<file path="src/rtl/sd_clk_drp_ctrl.sv">
// ============================================================================
// Module   : sd_clk_drp_ctrl
// Brief    : DRP read-modify-write controller that retunes CLKOUT0 of the SD
//            clock MMCM, cycles its reset and waits for lock.
//            Optional macro SD_CLK_DRP_READBACK_EN adds post-write readback.
// Revision : 1.0 - initial release
// ============================================================================
`default_nettype none

module sd_clk_drp_ctrl #(
  parameter logic [6:0] REG1_ADDR = 7'h08,
  parameter logic [6:0] REG2_ADDR = 7'h09,
  parameter int         DRDY_TMO  = 1024,
  parameter int         LOCK_TMO  = 65536
) (
  input  logic        clk,
  input  logic        rstn,
  input  logic        req_valid,
  output logic        req_ready,
  input  logic [7:0]  req_div,
  output logic        busy,
  output logic        done,
  output logic        err,
  output logic [6:0]  drp_daddr,
  output logic        drp_den,
  output logic        drp_dwe,
  output logic [15:0] drp_din,
  input  logic [15:0] drp_dout,
  input  logic        drp_drdy,
  output logic        mmcm_rst,
  input  logic        mmcm_locked
);

  localparam int CNT_W = $clog2((LOCK_TMO > DRDY_TMO) ? LOCK_TMO : DRDY_TMO) + 1;

  typedef enum logic [3:0] {
    S_IDLE      = 4'd0,
    S_RST_ON    = 4'd1,
    S_RD        = 4'd2,
    S_RD_WAIT   = 4'd3,
    S_WR        = 4'd4,
    S_WR_WAIT   = 4'd5,
    S_NEXT      = 4'd6,
    S_REL       = 4'd7,
    S_LOCK_WAIT = 4'd8,
    S_DONE      = 4'd9
`ifdef SD_CLK_DRP_READBACK_EN
    ,
    S_RB        = 4'd10,
    S_RB_WAIT   = 4'd11
`endif
  } state_t;

  state_t           state, state_nx;
  logic [7:0]       div_q;
  logic             sel, sel_nx;
  logic [CNT_W-1:0] cnt;
  logic             legal, set_err, rd_go, wr_go;
  logic             tmo_drdy, tmo_lock;
  logic [5:0]       hi, lo;
  logic             edge_bit, nocnt;
  logic [15:0]      wr_val;
`ifdef SD_CLK_DRP_READBACK_EN
  logic [15:0]      wr1_q;
  logic             rb_mismatch;
`endif

  assign legal    = (req_div != 8'd0) && (req_div <= 8'd128);
  assign tmo_drdy = (cnt >= CNT_W'(DRDY_TMO - 1));
  assign tmo_lock = (cnt >= CNT_W'(LOCK_TMO - 1));

  assign req_ready = (state == S_IDLE);
  assign busy      = (state != S_IDLE);
  assign done      = (state == S_DONE);

  // Divide-by-1 uses bypass (no_count) with an even 1/1 split, so edge stays 0.
  always_comb begin
    if (div_q == 8'd1) begin
      hi       = 6'd1;
      lo       = 6'd1;
      edge_bit = 1'b0;
      nocnt    = 1'b1;
    end else begin
      hi       = div_q[6:1];
      lo       = 6'(div_q - {1'b0, div_q[7:1]});
      edge_bit = div_q[0];
      nocnt    = 1'b0;
    end
    if (!sel) wr_val = (drp_dout & 16'hF000) | {4'h0, hi, lo};
    else      wr_val = (drp_dout & 16'hFF3F) | {8'h00, edge_bit, nocnt, 6'b0};
  end

`ifdef SD_CLK_DRP_READBACK_EN
  assign rb_mismatch = (drp_dout != (sel ? drp_din : wr1_q));
`endif

  always_comb begin
    state_nx = state;
    sel_nx   = sel;
    set_err  = 1'b0;
    case (state)
      S_IDLE:      if (req_valid) begin
                     state_nx = legal ? S_RST_ON : S_DONE;
                     sel_nx   = 1'b0;
                   end
      S_RST_ON:    state_nx = S_RD;
      S_RD:        state_nx = S_RD_WAIT;
      S_RD_WAIT:   if (drp_drdy) state_nx = S_WR;
                   else if (tmo_drdy) begin
                     state_nx = S_REL;
                     set_err  = 1'b1;
                   end
      S_WR:        state_nx = S_WR_WAIT;
      S_WR_WAIT:   if (drp_drdy) state_nx = S_NEXT;
                   else if (tmo_drdy) begin
                     state_nx = S_REL;
                     set_err  = 1'b1;
                   end
      S_NEXT:      if (!sel) begin
                     state_nx = S_RD;
                     sel_nx   = 1'b1;
                   end else begin
`ifdef SD_CLK_DRP_READBACK_EN
                     state_nx = S_RB;
                     sel_nx   = 1'b0;
`else
                     state_nx = S_REL;
`endif
                   end
`ifdef SD_CLK_DRP_READBACK_EN
      S_RB:        state_nx = S_RB_WAIT;
      S_RB_WAIT:   if (drp_drdy) begin
                     set_err = rb_mismatch;
                     if (!sel) begin
                       state_nx = S_RB;
                       sel_nx   = 1'b1;
                     end else begin
                       state_nx = S_REL;
                     end
                   end else if (tmo_drdy) begin
                     state_nx = S_REL;
                     set_err  = 1'b1;
                   end
`endif
      S_REL:       state_nx = S_LOCK_WAIT;
      S_LOCK_WAIT: if (mmcm_locked && !mmcm_rst) state_nx = S_DONE;
                   else if (tmo_lock) begin
                     state_nx = S_DONE;
                     set_err  = 1'b1;
                   end
      S_DONE:      state_nx = S_IDLE;
      default:     state_nx = S_IDLE;
    endcase
  end

  always_comb begin
    rd_go = (state_nx == S_RD);
`ifdef SD_CLK_DRP_READBACK_EN
    rd_go = rd_go || (state_nx == S_RB);
`endif
    wr_go = (state_nx == S_WR);
  end

  always_ff @(posedge clk or negedge rstn) begin
    if (!rstn) begin
      state     <= S_IDLE;
      div_q     <= 8'd0;
      sel       <= 1'b0;
      cnt       <= '0;
      err       <= 1'b0;
      mmcm_rst  <= 1'b0;
      drp_daddr <= 7'd0;
      drp_den   <= 1'b0;
      drp_dwe   <= 1'b0;
      drp_din   <= 16'd0;
`ifdef SD_CLK_DRP_READBACK_EN
      wr1_q     <= 16'd0;
`endif
    end else begin
      state   <= state_nx;
      sel     <= sel_nx;
      cnt     <= (state_nx != state) ? '0 : cnt + CNT_W'(1);
      drp_den <= rd_go || wr_go;

      if (state == S_IDLE && req_valid) begin
        div_q <= req_div;
        err   <= !legal;
      end else if (set_err) begin
        err <= 1'b1;
      end

      if (state_nx == S_RST_ON)   mmcm_rst <= 1'b1;
      else if (state_nx == S_REL) mmcm_rst <= 1'b0;

      if (rd_go) begin
        drp_daddr <= sel_nx ? REG2_ADDR : REG1_ADDR;
        drp_dwe   <= 1'b0;
      end
      // The merged word is built straight from the returning read data.
      if (wr_go) begin
        drp_din <= wr_val;
        drp_dwe <= 1'b1;
`ifdef SD_CLK_DRP_READBACK_EN
        if (!sel) wr1_q <= wr_val;
`endif
      end
    end
  end

endmodule

`default_nettype wire

</file>
<file path="config.mk">
export PLATFORM = sky130hd
export DESIGN_NAME = sd_clk_drp_ctrl
export DESIGN_NICKNAME = d
export VERILOG_FILES = /design/src/rtl/sd_clk_drp_ctrl.sv
export SDC_FILE = /design/constraint.sdc
export NUM_CORES = 1
export LEC_CHECK = 0
export BUFFER_PORTS_ARGS = -buffer_cell sky130_fd_sc_hd__buf_2
export CORE_UTILIZATION = 25
export DETAILED_ROUTE_END_ITERATION = 10
export PLACE_DENSITY = 0.46
export SYNTH_ARGS = -nofsm -noshare
export SYNTH_HDL_FRONTEND = slang
export SYNTH_SLANG_ARGS = --single-unit
</file>
<file path="constraint.sdc">
create_clock -name clk -period 3.45 [get_ports clk]
set_clock_uncertainty 0.2 [all_clocks]
set_input_delay 0.345 -clock clk [delete_from_list [all_inputs] [get_ports clk]]
set_output_delay 0.345 -clock clk [all_outputs]
set_load 0.05 [all_outputs]
</file>
## Word level (Yosys, flattened, before mapping)

Cells that the tools add are included.

- Flip-flop bits (word level): 57
- Word-level logic and storage cells: 74

- Add/subtract/negate cells: 2
- $lt $le $gt $ge: 3
- Eq/ne operators: 15
- Mux-type cells: 29
- Bitwise gates (word level): 2
- Reductions and logical operators: 13

Operator list:

| kind | count |
|---|---|
| 4-bit one-hot mux with 9 select lines | 1 |
| 4-bit 2-to-1 mux | 7 |
| 4-bit by 3-bit equality test with 1-bit output, second input constant | 6 |
| 17-bit by 1-bit adder with 17-bit output, second input constant | 1 |
| 17-bit by 10-bit greater-or-equal comparator with 1-bit output, second input constant | 1 |
| 17-bit by 16-bit greater-or-equal comparator with 1-bit output, second input constant | 1 |
| 17-bit 2-to-1 mux | 1 |
| 16-bit 2-to-1 mux | 1 |
| 16-bit by 12-bit bitwise OR with 16-bit output | 1 |
| 16-bit by 8-bit bitwise OR with 16-bit output | 1 |
| 1-bit 2-to-1 mux | 14 |
| 4-bit by 2-bit equality test with 1-bit output, second input constant | 3 |
| 6-bit 2-to-1 mux | 2 |
| 4-bit by 1-bit equality test with 1-bit output, second input constant | 2 |
| 4-bit equality test, second input constant | 2 |
| 8-bit by 1-bit equality test with 1-bit output, second input constant | 1 |
| 8-bit <= comparator, second input constant | 1 |
| 8-bit nonzero test | 1 |
| 2-bit nonzero test | 3 |
| 6-bit subtractor | 1 |
| 4-bit zero test | 1 |
| 4-bit inequality test | 1 |
| 1-bit one-hot mux with 2 select lines | 2 |
| 4-bit nonzero test | 1 |
| other kinds (5) | 8 |

## Depth between registers and ports, before layout

- Depth in word-level cells: 8
- Depth in mapped cells: 11
- Mapped depth without buffers: 10

## Least setup slack after synthesis

OpenSTA, ideal clock, no wires.

- Path type: reg2reg
- Start: reg state[1]
- End: reg cnt[10]
- Setup time: 0.121 ns
- Data arrival time: 3.514 ns
- Setup slack: -0.385 ns
- Stages on the path, launching flop included: 9
- Buffers on the path: 2
- Clock period less this slack: 3.835 ns
- Path through: dfrtp_1 -> nor4_1 -> and2_0 -> clkbuf_1 -> o21ai_0 -> a221o_1 -> o2111ai_2 -> buf_2 -> nor2_1

RTL lines:

| what | line | source |
|---|---|---|
| start: declaration | 54 | `state_t state, state_nx;` |
| start signal: assignment | 180 | `state <= state_nx;` |
| 4-bit zero test | -- |  |
| via req_ready | 19 | `output logic req_ready,` |
| 4-bit one-hot mux with 9 select lines | 101 | `case (state)` |
| 4-bit inequality test | 182 | `cnt <= (state_nx != state) ? '0 : cnt + CNT_W'(1);` |
| 17-bit 2-to-1 mux | 182 |  |
| end signal: assignment | 182 |  |
| end: declaration | 57 | `logic [CNT_W-1:0] cnt;` |

The timed path passes the listed nets, and every way through them passes these cells.
A chain may end at the register's enable or synchronous reset.

## Worst setup path after layout

- Start: reg cnt[0]
- End: reg drp_daddr[0]

- Cells in the longest elaborated chain, start to end: 5

Ends and longest elaborated chain:

| what | line | source |
|---|---|---|
| 17-bit by 16-bit greater-or-equal comparator with 1-bit output or 17-bit by 10-bit greater-or-equal comparator with 1-bit output (tied branches) | 70, 69 |  |
| 4-bit 2-to-1 mux, on equally long branches | 147, 109, 115 |  |
| 4-bit 2-to-1 mux, on equally long branches | 146, 108, 114 |  |
| 4-bit one-hot mux with 9 select lines (*) | 101 |  |
| 4-bit by 2-bit equality test with 1-bit output (*) | 157 | `rd_go = (state_nx == S_RD);` |
| end signal: assignment | 196 | `drp_daddr <= sel_nx ? REG2_ADDR : REG1_ADDR;` |
| end: declaration | 24 | `output logic [6:0] drp_daddr,` |

Every way passes the cells marked *; elsewhere a longest branch is shown, timed or not.

==> out/summary.txt <==
worst slew pin tran -> 0.6838 ns
drt first pass iters -> 4
top cell type by total area after synthesis -> dfrtp_1
f_max -> 336.2 MHz
Routed Antenna Nets -> 0
H-tree levels -> 2
pre-CTS setup slack -> 0.4575 ns
Yosys top cell area share -> 0.4240
DP Area -> 3396 um2
max incr delay on CP -> 0.51 ns
clk root buf -> clkbuf_16
largest cells by area after synthesis -> dfrtp_1, mux2_4, ha_1, nor2_1, nand2_1
DP Wirelength -> 5081 um
top-count cell post-synth -> dfrtp_1
Top Usage Layer GRT -> met2
DRC errors left -> 0
Worst-path clk slew -> 0.07 ns
Routed WL per cell -> 14.21 um
grt met2 use -> 0.1963
Hold WC Path Type -> in2reg
power per cell area -> 976.8 nW/um2
status -> finished clean
post-DR vias/cell -> 4.622
diode count -> 0
Design Power -> 3.467 mW
crit start category -> register
nets -> 390
post-synthesis average cell area -> 10.20 um2
FF+latch area -> 1301 um2
Post-synth EDFFs -> 0
TritonCTS clock tree -> yes
Max Fanout on Critical Path -> 7
GRT overflow -> 0
Post-Route WL -> 7079 um
detailed-route via count -> 2302
Routability Congestion -> 0.7567
first-pass GRT wire length -> 11630 um
row cnt -> 40
Die H -> 112.8 um
CP Capture Type -> register
fin crit share -> 0.8620
Final min period -> 2.974 ns
vias in the first global route -> 2259
register area share after synthesis -> 0.4240
Synth cell types -> 62
GRT Total Usage -> 0.1165
postcts setup bufs -> 0
core area -> 12010 um2
WS Path Type -> reg2reg
max cap viols -> 0
worst endpoint data arrival time -> 2.95 ns
# port buffers -> 51
Fillers -> 1260
Synth Warn # -> 0
WP data required -> 3.43 ns
met3 Resource Use GR -> 0.02410
unrepaired setup endpoints after global routing -> false
CP cell instances -> ha_1 > nand3_1 > nor2_1 > ha_1 > nor2_1 > a21oi_1 > or3_1 > or3_2 > mux2_1
PnR worst setup slack -> 0.4760 ns
area delta synth->final -> 15.65%
slew margin rel. -> 0.5441
Hold Vio Cnt, Final -> 0
largest net degree at the start of global routing -> 28
Cell Area, Synth -> 3069 um2
asr flop ratio synth -> 1.000
share of layout cells above drive strength 1 -> 0.2821
DRT iter0 DRCs -> 60
worst skew pair latency -> 0.30 ns
CP max stage cell -> or3_1
register bit total from synthesis -> 52
M1 GR Usage -> 0.1510
clock sinks -> 52
top cells by count, synth -> dfrtp_1, nor2_1, nand2_1
hold slack final -> 0.06910 ns
Peak VDD IR -> 0.0002361 V
antenna violations before repair -> 0
Cells after Synth -> 301
Starting Density -> 0.2555
Die Span X -> 112.8 um
Top FF cell, synth -> dfrtp_1
post-route cell area -> 3550 um2
Num CTS Buffers -> 5
max-slew violations -> 0
Die ar. -> 12720 um2
footprint of the multi-input gates -> 1554 um2
CTS Buffer Depth -> 2
final setup TNS -> 0 ns
Final setup viols -> 0
Static Leak -> 1.621 nW
I/O pins -> 59
==> stage by stage <==
step / util / instances
2_1_floorplan: - / 305
3_3_place_gp: 0.2827 / 489
3_5_place_dp: 0.2827 / 489
4_1_cts: 0.2955 / 498
5_1_grt: 0.2955 / 498
6_report: 0.2955 / 498
==> flip-flops by register name, indices dropped and copies added (netlist names) <==
signal and flops:
cnt 17, drp_din 16, drp_daddr 2, drp_dwe 1
div_q 8, mmcm_rst 1, drp_den 1, sel 1
err 1, state 4
==> where the power goes <==
| part | internal [mW] | total [mW] | switching (mW) |
|---|---|---|---|
| combinational | 0.728 | 1.97 | 1.24 |
| sequential | 0.807 | 0.997 | 0.190 |
| clock | 0.268 | 0.502 | 0.233 |
| total | 1.80 | 3.47 | 1.66 |
==> path summary, 6_finish.rpt <==
kind,start,endpoint,slack [ns],cells past startpoint
max,cnt[0],drp_daddr[0],0.48,9
min,req_div[5],div_q[5],0.07,3
max reg2reg,cnt[0],drp_daddr[0],0.48,9
min reg2reg,div_q[7],div_q[7],0.28,2
max in group asynchronous,rstn,cnt[14],1.82,3
min in group asynchronous,rstn,drp_din[15],0.43,2
==> cells in the final DEF (no fill, tap or decap), types with 11 or more instances in the layout <==
cell,n
nand3_1,13
nand2_1,28
buf_2,51
o21ai_0,18
inv_1,16
a21oi_1,11
xor2_1,11
nor2_1,33
dfrtp_1,52
==> worst max-delay path, delay by kind of cell (launching register included) <==
family / cells / cell delay (ns)
AND/OR/NAND/NOR: 5 / 1.36
adder cells (fa/ha/maj): 2 / 0.47
flip-flops: 1 / 0.41
multiplexers: 1 / 0.32
AO/OA/AOI/OAI: 1 / 0.11
==> area by class of cell <==
type | count | share of cell area
Inverter | 17 | 0.01798
Sequential cell | 52 | 0.3666
Timing Repair Buffer | 57 | 0.08530
Tap cell | 147 | 0.05182
Multi-Input combinational cell | 217 | 0.4378
Clock buffer | 5 | 0.03525
Clock inverter | 3 | 0.005287
==> routing by layer <==
metal  up-vias  share of wire
met3         7          0.040
met2        43           0.47
met1      1122           0.48
li1       1130              -
met4         0          0.011
met5         -              0
==> timing repair <==
action / 4_1_cts / 5_1_grt
hold buffers: 1 / 0
endpoints found under the hold margin: 26 / 0
endpoints found under the setup margin: 0 / 0
gates resized for setup: 0 / 0
==> logic make-up (layout without fill, tap and decap cells) <==
logic type | after synthesis | after routing | synth area share
mux | 20 | 20 | 0.08520
xor+xnor | 18 | 18 | 0.05137
compound gates | 55 | 55 | 0.1239
buf+inv | 36 | 82 | 0.07664
fa+ha+maj | 11 | 11 | 0.04729
flops | 52 | 52 | 0.4240
other cells | 1 | 5 | 0.001222
simple gates | 108 | 108 | 0.1904
(Power assumes the default switching activity.)
